$ cat config.mk
export PLATFORM = sky130hd
export DESIGN_NAME = fifo_tile_sequencer
export DESIGN_NICKNAME = d
export VERILOG_FILES = /design/src/rtl/fifo_seq_pkg.sv /design/src/rtl/fifo_occ_counter.sv /design/src/rtl/fifo_tile_sequencer.sv
export SDC_FILE = /design/constraint.sdc
export NUM_CORES = 1
export LEC_CHECK = 0
export CORE_MARGIN = 2
export CORE_UTILIZATION = 49
export CTS_CLUSTER_SIZE = 8
export DETAILED_ROUTE_END_ITERATION = 7
export PLACE_DENSITY = 0.8
export SYNTH_ARGS = -nofsm -noshare
export SYNTH_HDL_FRONTEND = slang
export SYNTH_SLANG_ARGS = --single-unit
$ cat constraint.sdc
create_clock -name clk -period 2.95 [get_ports clk]
set_clock_uncertainty 0.1 [all_clocks]
set_input_delay 0.59 -clock clk [delete_from_list [all_inputs] [get_ports clk]]
set_output_delay 0.59 -clock clk [all_outputs]
set_load 0.02 [all_outputs]
$ cat src/rtl/fifo_seq_pkg.sv
// fifo_seq_pkg
//   Shared types and sizing helpers for the FIFO tile sequencer slice.
//   Contents:
//     seq_state_e     sequencer FSM states (IDLE, CLEAR, STREAM, FIN)
//     DEF_FIFO_DEPTH  default depth of the controlled FIFO bank
//     OCC_W           occupancy counter width for the default depth
//     occ_bits()      occupancy counter width for an arbitrary depth
package fifo_seq_pkg;

  typedef enum logic [1:0] {
    IDLE,
    CLEAR,
    STREAM,
    FIN
  } seq_state_e;

  localparam int DEF_FIFO_DEPTH = 4;
  localparam int OCC_W          = $clog2(DEF_FIFO_DEPTH + 1);

  // Width able to hold every value 0..depth inclusive.
  function automatic int occ_bits(input int depth);
    return $clog2(depth + 1);
  endfunction

endpackage

$ cat src/rtl/fifo_occ_counter.sv
// fifo_occ_counter
//   Up/down occupancy tracker for the controlled FIFO. It is the sequencer's
//   own zero-lag view of how many columns sit in the FIFO, since the FIFO's
//   registered full/empty flags trail by one cycle.
//   Ports:
//     clk    in   clock
//     rst    in   synchronous active-high reset
//     clear  in   synchronous clear, mirrors the FIFO clear strobe
//     inc    in   one column written this cycle
//     dec    in   one column read this cycle
//     full   out  occupancy equals DEPTH
//     empty  out  occupancy equals zero
module fifo_occ_counter
  import fifo_seq_pkg::*;
#(
  parameter int DEPTH = DEF_FIFO_DEPTH,
  parameter int W     = OCC_W
) (
  input  logic clk,
  input  logic rst,
  input  logic clear,
  input  logic inc,
  input  logic dec,
  output logic full,
  output logic empty
);

  logic [W-1:0] occ;

  // Occupancy register; clear wins over any same-cycle strobe.
  always_ff @(posedge clk) begin
    if (rst || clear) begin
      occ <= '0;
    end else if (inc && !dec) begin
      occ <= occ + W'(1);
    end else if (dec && !inc) begin
      occ <= occ - W'(1);
    end
  end

  assign full  = (occ == W'(DEPTH));
  assign empty = (occ == '0);

  // The arbitration upstream must never push past full or pop below empty.
  a_no_overflow: assert property (@(posedge clk) disable iff (rst)
    !(inc && !dec && !clear && full));
  a_no_underflow: assert property (@(posedge clk) disable iff (rst)
    !(dec && !inc && !clear && empty));

endmodule

$ cat src/rtl/fifo_tile_sequencer.sv
// fifo_tile_sequencer
//   Sequences one DualAccess FIFO bank between the input pixel stream and the
//   PE array. Each tile clears the FIFO, admits cfg_cols columns under
//   ready/valid and pops them toward the PEs, reads taking priority over
//   writes. Columns at index KERNEL-1 and above are flagged window-valid.
//   Optional macro: FIFO_SEQ_PERF_EN adds stall performance counters.
//   Ports:
//     clk, rst             clock, synchronous active-high reset
//     start                launch a job (sampled only in IDLE)
//     cfg_cols, cfg_tiles  job shape, latched on accepted start
//     in_valid / in_ready  upstream column handshake
//     pe_ready             PE array can take a column next cycle
//     fifo_wr_en/rd_en     FIFO write / read strobes
//     fifo_clear           FIFO synchronous clear
//     out_valid            FIFO data_out holds a fresh column
//     win_valid            out_valid with col_idx >= KERNEL-1
//     col_idx, tile_idx    position of the current column / tile
//     busy, done           job active / one-cycle job-end pulse
//     perf_in_stall        (FIFO_SEQ_PERF_EN) upstream stall cycles in STREAM
//     perf_pe_stall        (FIFO_SEQ_PERF_EN) cycles data waited on the PEs
module fifo_tile_sequencer
  import fifo_seq_pkg::*;
#(
  parameter int FIFO_DEPTH = 4,
  parameter int KERNEL     = 3,
  parameter int COL_W      = 8,
  parameter int TILE_W     = 8
) (
  input  logic              clk,
  input  logic              rst,
  input  logic              start,
  input  logic [COL_W-1:0]  cfg_cols,
  input  logic [TILE_W-1:0] cfg_tiles,
  input  logic              in_valid,
  output logic              in_ready,
  input  logic              pe_ready,
  output logic              fifo_wr_en,
  output logic              fifo_rd_en,
  output logic              fifo_clear,
  output logic              out_valid,
  output logic              win_valid,
  output logic [COL_W-1:0]  col_idx,
  output logic [TILE_W-1:0] tile_idx,
  output logic              busy,
  output logic              done
`ifdef FIFO_SEQ_PERF_EN
  ,
  output logic [31:0]       perf_in_stall,
  output logic [31:0]       perf_pe_stall
`endif
);

  seq_state_e        state, state_next;
  logic [COL_W-1:0]  cols_q;
  logic [TILE_W-1:0] tiles_q;
  logic [COL_W-1:0]  wr_cnt;
  logic [COL_W-1:0]  rd_cnt;
  logic              occ_full;
  logic              occ_empty;
  logic              last_tile;
  logic              start_ok;

  fifo_occ_counter #(
    .DEPTH (FIFO_DEPTH),
    .W     (occ_bits(FIFO_DEPTH))
  ) u_occ (
    .clk   (clk),
    .rst   (rst),
    .clear (fifo_clear),
    .inc   (fifo_wr_en),
    .dec   (fifo_rd_en),
    .full  (occ_full),
    .empty (occ_empty)
  );

  assign start_ok  = (state == IDLE) && start;
  assign last_tile = (tile_idx == (tiles_q - TILE_W'(1)));
  assign busy      = (state != IDLE);

  // State register.
  always_ff @(posedge clk) begin
    if (rst) begin
      state <= IDLE;
    end else begin
      state <= state_next;
    end
  end

  // Next state and strobes. A read is chosen first, and only when no read
  // happens may a write be admitted, so the two strobes stay exclusive.
  // A tile ends once every column has been read back out.
  always_comb begin
    state_next = state;
    fifo_clear = 1'b0;
    in_ready   = 1'b0;
    fifo_rd_en = 1'b0;
    fifo_wr_en = 1'b0;
    done       = 1'b0;
    case (state)
      IDLE: begin
        if (start) begin
          state_next = ((cfg_cols == '0) || (cfg_tiles == '0)) ? FIN : CLEAR;
        end
      end
      CLEAR: begin
        fifo_clear = 1'b1;
        state_next = STREAM;
      end
      STREAM: begin
        fifo_rd_en = !occ_empty && pe_ready && (rd_cnt < cols_q);
        in_ready   = !fifo_rd_en && !occ_full && (wr_cnt < cols_q);
        fifo_wr_en = in_valid && in_ready;
        if (rd_cnt == cols_q) begin
          state_next = last_tile ? FIN : CLEAR;
        end
      end
      FIN: begin
        done       = 1'b1;
        state_next = IDLE;
      end
      default: state_next = IDLE;
    endcase
  end

  // Job configuration, per-tile column counters and the output-side flags.
  // out_valid/win_valid/col_idx trail the read strobe by one cycle to line
  // up with the FIFO's registered data_out.
  always_ff @(posedge clk) begin
    if (rst) begin
      cols_q    <= '0;
      tiles_q   <= '0;
      wr_cnt    <= '0;
      rd_cnt    <= '0;
      col_idx   <= '0;
      tile_idx  <= '0;
      out_valid <= 1'b0;
      win_valid <= 1'b0;
    end else begin
      out_valid <= fifo_rd_en;
      win_valid <= fifo_rd_en && (rd_cnt >= COL_W'(KERNEL - 1));
      if (fifo_rd_en) begin
        col_idx <= rd_cnt;
      end
      case (state)
        IDLE: begin
          if (start) begin
            cols_q   <= cfg_cols;
            tiles_q  <= cfg_tiles;
            tile_idx <= '0;
            col_idx  <= '0;
          end
        end
        CLEAR: begin
          wr_cnt  <= '0;
          rd_cnt  <= '0;
          col_idx <= '0;
        end
        STREAM: begin
          if (fifo_wr_en) begin
            wr_cnt <= wr_cnt + COL_W'(1);
          end
          if (fifo_rd_en) begin
            rd_cnt <= rd_cnt + COL_W'(1);
          end
          if ((rd_cnt == cols_q) && !last_tile) begin
            tile_idx <= tile_idx + TILE_W'(1);
          end
        end
        default: ;
      endcase
    end
  end

`ifdef FIFO_SEQ_PERF_EN
  logic in_stall;
  logic pe_stall;

  assign in_stall = (state == STREAM) && in_valid && !in_ready;
  assign pe_stall = (state == STREAM) && !occ_empty && !pe_ready && (rd_cnt < cols_q);

  // Saturating stall counters, zeroed at the start of every job.
  always_ff @(posedge clk) begin
    if (rst || start_ok) begin
      perf_in_stall <= '0;
      perf_pe_stall <= '0;
    end else begin
      if (in_stall && (perf_in_stall != '1)) begin
        perf_in_stall <= perf_in_stall + 32'd1;
      end
      if (pe_stall && (perf_pe_stall != '1)) begin
        perf_pe_stall <= perf_pe_stall + 32'd1;
      end
    end
  end
`else
  logic unused_start_ok;
  assign unused_start_ok = start_ok;
`endif

endmodule

==> Yosys cells after proc, flatten, opt, wreduce, memory -nomap -nowiden <==
Cells that the tools add are included.
{ "classes": {"n_eq_ne": 11, "order_cmp": 3, "n_reduce_logical": 30, "mux": 22, "n_addsub": 6} }
{ "ops": {"columns": ["cell", "count"], "rows": [
  ["8-bit one-hot mux with 2 select lines", 4],
  ["8-bit two-way mux", 6],
  ["8-bit by 1-bit adder with 8-bit output (second input constant)", 3],
  ["8-bit equality test", 2],
  ["8-bit zero test", 2],
  ["8-bit less-than comparator", 2],
  ["1-bit logical AND", 9],
  ["8-bit by 2-bit >= comparator with 1-bit output (second input constant)", 1],
  ["2-bit two-way mux", 4],
  ["2-bit inequality test (second input constant)", 4],
  ["2-bit one-hot mux with 4 select lines", 1],
  ["2-bit AND reduction", 4],
  ["2-bit nonzero test", 4],
  ["8-bit by 1-bit subtractor with 8-bit output (second input constant)", 1],
  ["1-bit zero test", 6],
  ["3-bit two-way mux", 2],
  ["1-bit two-way mux", 5],
  ["2-bit equality test (second input constant)", 2],
  ["3-bit by 1-bit adder with 3-bit output (second input constant)", 1],
  ["3-bit equality test (second input constant)", 1],
  ["3-bit zero test", 1],
  ["3-bit AND reduction", 1],
  ["3-bit by 1-bit subtractor with 3-bit output (second input constant)", 1],
  ["2-bit by 1-bit equality test with 1-bit output (second input constant)", 1],
  ["3 further kinds", 4]
]} }
{ "totals": {"output_inout_bits": 24, "input_bits": 21, "reg_bits": 55, "wordCells": 82} }

==> Longest topological paths before layout <==
{ "logic_depth": {"word_depth": 13, "ltp_mapped": 15, "ltp_nobuf": 15} }

==> By module <==
Synthesis repeated with hierarchy kept, for this count alone.
{ "hier_totals": {"cells_unflattened": 365, "hier_area_um2": 3031.7} }
{ "modules_own_cells": {"columns": ["module", "n_inst", "seq_area_each_um2", "area_each_um2", "cells_per_inst"], "rows": [
  ["fifo_tile_sequencer", 1, 1041.0, 2862.7, 348],
  ["fifo_occ_counter", 1, 60.1, 168.9, 17]
]} }

==> Worst setup path before layout <==
OpenSTA, ideal clock, no wires.
{ "synth_path": {"path_type": "reg-to-reg", "start": "register cols_q[7]", "end": "register u_occ.occ[2]", "path_buffers": 0, "path_stages_with_launch": 15, "synth_period_minus_slack_ps": 3231, "setup_ps": 128, "arrival_ps": 3004, "setup_slack_ps": -281, "required_time_ps": 2722, "path_cell_list": "dfxtp_1 inv_1 ha_1 nand4_1 o211a_1 a211o_1 inv_2 and2_1 ha_1 inv_1 fa_1 xor2_1 nor2_1 xnor2_1 nor2_1"} }
{ "synth_via": {"elab_chain_len": 10, "word_cells_on_any_way": 15, "classes_between": "2 x order compare; 3 x mux; 10 x reduce/logical"} }
{ "synth_rtl": {"columns": ["item", "line", "source"], "rows": [
  ["start: declaration", "fifo_tile_sequencer.sv:54", "logic [COL_W-1:0] cols_q;"],
  ["start signal: assignment", "fifo_tile_sequencer.sv:147", "cols_q <= cfg_cols;"],
  ["8-bit less-than comparator", "fifo_tile_sequencer.sv:110", "fifo_rd_en = !occ_empty && pe_ready && (rd_cnt < cols_q);"],
  ["1-bit logical AND", "fifo_tile_sequencer.sv:110", null],
  ["1-bit zero test", "fifo_tile_sequencer.sv:111", "in_ready = !fifo_rd_en && !occ_full && (wr_cnt < cols_q);"],
  ["1-bit logical AND", "fifo_tile_sequencer.sv:111", null],
  ["1-bit logical AND *", "fifo_tile_sequencer.sv:111", null],
  ["1-bit logical AND *", "fifo_tile_sequencer.sv:112", "fifo_wr_en = in_valid && in_ready;"],
  ["1-bit two-way mux *", "fifo_tile_sequencer.sv:99", "case (state)"],
  ["via fifo_wr_en", "fifo_tile_sequencer.sv:37", "output logic fifo_wr_en,"],
  ["1-bit zero test", "fifo_occ_counter.sv:36", "end else if (dec && !inc) begin"],
  ["1-bit logical AND", "fifo_occ_counter.sv:36", null],
  ["2-bit nonzero test (no line)", null, null],
  ["end signal: assignment", "fifo_occ_counter.sv:35", "occ <= occ + W'(1);"],
  ["end signal: assignment", "fifo_occ_counter.sv:37", "occ <= occ - W'(1);"],
  ["end: declaration", "fifo_occ_counter.sv:28", "logic [W-1:0] occ;"]
]} }
The timed path passes the listed nets; every way through them passes the cells marked *.
A chain may end at the register's enable or synchronous reset.

==> Worst setup path in the final report <==
{ "layout_path": {"start": "register cols_q[1]", "end": "register u_occ.occ[2]"} }
{ "layout_via": {"elab_chain_len": 10, "word_cells_on_any_way": 15, "classes_between": "2 x order compare; 3 x mux; 10 x reduce/logical"} }
{ "layout_rtl": {"columns": ["item", "line"], "rows": [
  ["8-bit less-than comparator", "fifo_tile_sequencer.sv:110"],
  ["1-bit logical AND", "fifo_tile_sequencer.sv:110"],
  ["1-bit zero test", "fifo_tile_sequencer.sv:111"],
  ["1-bit logical AND (2 in a row)", "fifo_tile_sequencer.sv:111"],
  ["1-bit logical AND", "fifo_tile_sequencer.sv:112"],
  ["1-bit two-way mux", "fifo_tile_sequencer.sv:99"],
  ["1-bit zero test", "fifo_occ_counter.sv:36"],
  ["1-bit logical AND", "fifo_occ_counter.sv:36"],
  ["2-bit nonzero test (no line)", null]
]} }
Parallel ways exist; a longest one is shown, timed or not.

==> results.toml <==
[worst_setup_path]
critPathCaptureType = "flop"
cp_top_family = "compound AO/OA/AOI/OAI gates"
reg2reg_to = "u_occ.occ[2]$_SDFFE_PP0P_"
critPathMaxStageDelay_ps = 360
arrival_ps = 3030
cpMaxStageDelayCell = "a211o_1"
r2r_start = "cols_q[1]$_SDFFE_PP0P_"
r2r_setup_slack_ps = 30
worstSetupStartpointType = "flop"
r2r_cells = 15
cp_cell_sequence = "inv_2 -> ha_4 -> a21o_1 -> a211o_1 -> a211o_1 -> inv_4 -> and2_4 -> buf_6 -> ha_4 -> inv_2 -> fa_2 -> xor2_1 -> nor2_1 -> xnor2_1 -> nor2_1"
critical_path_class = "reg2reg"
required_ps = 3060
path_buf_inv = 4
cp_max_fo = 3

[logic_synthesis]
synthMostInstantiatedCell = "nand2_1"
synth_fp_nets = 420
async_reset_ff_share_pct = 0
ys_seq_area_share_pct = 35.7
synth_top_area_share_pct = 35.7
synthFlopType = "dfxtp_1"
synth_top_area_cell = "dfxtp_1"
synth.avg_cell_area_um2 = 8.17
syn_inst = 377
synth_area_leaders = "dfxtp_1, ha_1, nand2_1, a21oi_1, nor2_1"
ys_types = 55
ys_ff_latch = 55
syn_area_um2 = 3080
synth_edf_count = 0
yosysWarnings = 0
synth_commonest_cells = "nand2_1, dfxtp_1, a21oi_1"

[floorplan]
io_pins = 45
die_w_um = 83.3
rows = 28
die-area_um2 = 6940
die_h_um = 83.3
coreArea_um2 = 5990
start_util_pct = 51.4

[drt]
vias = 3059
vias_per_cell = 5.69
drt_iter0_drc = 182
route.detailed.drc = 0
first_pass_iters = 4
postRouteAntennaNets = 0
wl_per_cell_um = 15.7
totalWireLength_um = 8420

[run_status]
outcome = "finished clean"

[clocking]
cts_hold_buf = 0
clk_pin_slew_ps = 100
ctsHtreeMaxLevel = 2
clk-insertion-delay-late_ps = 310
cts_buffers = 5
cts_tree = "built"
cts.sinks = 55
cts-root-buf = "clkbuf_8"
clk_path_buf_depth = 2

[run]
drv_cap = 0

[sta]
worst_pin_slew_ps = 618
setup_tns_ps = 0
final_hold_viol_count = 0
slew_viol_final = 0
slew-limit-headroom_pct = 58.7
setup_viol = 0
rsz0062_at_grt = "yes"
fmax_mhz = 342
finalCritPeriodShare_pct = 99.1
period_minus_slack_ps = 2920

[hold_path]
min_path_cells = 2
min_path_type = "reg2reg"
min_to = "cols_q[5]$_SDFFE_PP0P_"
worstHoldStart = "cols_q[5]$_SDFFE_PP0P_"

[cells_and_area]
fillCellCount = 464
seq_area_um2 = 1110
area_delta_synth_final_pct = 34.5
layout.nets = 505
stdcell_area_um2 = 4140
multi_input_area_um2 = 2000
fin_util_pct = 69.2
drive_gt1_share_pct = 21.6
final_cells = 538
antenna_cells = 0

[grt]
grt_pass1_wl_um = 13400
first_global_vias = 2976
antenna_found_initial = 0
grt_usage_pct = 23.2
grt-ovfl-total = 0
grt_max_degree = 22

[placed_design]
post-place-cells = 523
dp_hpwl_um = 6080
portBuffers = 44
place.gp.congestion = 0.874
place_area_um2 = 3890

[pwr]
ir_worst_vdd_mv = 0.342
powerDensity_nw_per_um2 = 376
power_mw = 1.56
leakage_nw = 1.65
cells in the final DEF, fill, tap and decap left out, types with 3 or more instances in the layout:
master / Yosys / layout
clkbuf_8: 0 / 5
o211ai_1: 3 / 3
nor3_1: 9 / 8
and3_1: 4 / 4
nand4_1: 4 / 4
or3_1: 7 / 7
clkdlybuf4s50_1: 0 / 41
a21oi_1: 40 / 40
and2_1: 6 / 5
inv_1: 19 / 13
dfxtp_2: 0 / 7
nor2_1: 25 / 25
xor2_1: 8 / 8
or2_2: 3 / 3
xnor2_1: 7 / 7
ha_1: 21 / 14
a31oi_1: 3 / 3
nand3_1: 15 / 15
nand2_1: 69 / 69
a21o_1: 5 / 5
nor3_2: 3 / 4
nand2b_1: 3 / 3
inv_2: 1 / 6
buf_4: 0 / 43
dfxtp_1: 55 / 48
clkinv_2: 0 / 3
o21bai_1: 3 / 3
a2111oi_4: 1 / 3
ha_4: 0 / 7
o21ai_0: 6 / 6
mux2i_1: 4 / 4
nor4_1: 6 / 6
per-stage QoR:
stage          worst slack, ps  hold slack (ps)
2_1_floorplan             1.15              336
5_1_grt                   -108              388
6_report                  27.6              364
3_5_place_dp              -250              347
3_3_place_gp              -215              346
4_1_cts                  0.276              362
area by class of cell:
cell class / count / share of cell area (%)
Multi-Input combinational cell: 291 / 48.2
Sequential cell: 55 / 26.8
Timing Repair Buffer: 89 / 18.9
Tap cell: 75 / 2.26
Inverter: 20 / 1.87
Clock buffer: 5 / 1.66
Clock inverter: 3 / 0.362
state kept, by name, summed over array words and instances, names as in the netlist:
| signal | cells |
|---|---|
| rd_cnt | 8 |
| tile_idx | 8 |
| u_occ.occ | 3 |
| cols_q | 8 |
| wr_cnt | 8 |
| col_idx | 8 |
| tiles_q | 8 |
| win_valid | 1 |
| state | 2 |
| out_valid | 1 |
worst max path at each step:
stage                     depth (start not counted)                    from                         to  slack [ps]
final                                            15  cols_q[1]$_SDFFE_PP0P_  u_occ.occ[2]$_SDFFE_PP0P_          30
after global routing                             15  cols_q[7]$_SDFFE_PP0P_  u_occ.occ[2]$_SDFFE_PP0P_        -110
after CTS                                        15  cols_q[2]$_SDFFE_PP0P_  u_occ.occ[2]$_SDFFE_PP0P_         0.3
after detailed placement                          8                pe_ready                 fifo_wr_en        -250
after global placement                            8                pe_ready                 fifo_wr_en        -210
after floorplan                                  14  cols_q[7]$_SDFFE_PP0P_  u_occ.occ[2]$_SDFFE_PP0P_           1
logic make-up after synthesis:
logic type	Yosys count	synth area share, %
mux	4	1.30
buf+inv	31	3.86
simple gates	164	26.0
fa+ha+maj	22	9.18
compound gates	86	19.7
xor+xnor	15	4.26
flops	55	35.7
report_power, final:
group,switching (mW),total [mW],internal [mW]
Clock,0.256,0.420,0.164
Combinational,0.191,0.351,0.160
Sequential,0.0227,0.788,0.765
tightest hold or removal path, stage by stage (launching register included):
cell and delay (ps):
dfxtp_2 330, nand2_1 50, a21oi_1 50
what timing repair did:
action                                  CTS  global route
pin swaps                                12             8
resized for setup                        23            10
setup buffers                             4             4
endpoints found under the setup margin    5             5
routing by layer:
| metal | track usage (%) | wire length (um) | vias to the layer above |
|---|---|---|---|
| li1 | - | - | 1500 |
| met3 | 3.78 | 245 | 20 |
| met5 | 0 | 0 | - |
| met2 | 43.8 | 4430 | 71 |
| met1 | 26.4 | 3580 | 1468 |
| met4 | 7.30 | 172 | 0 |
Note: power is estimated with default switching activity, not from simulation.
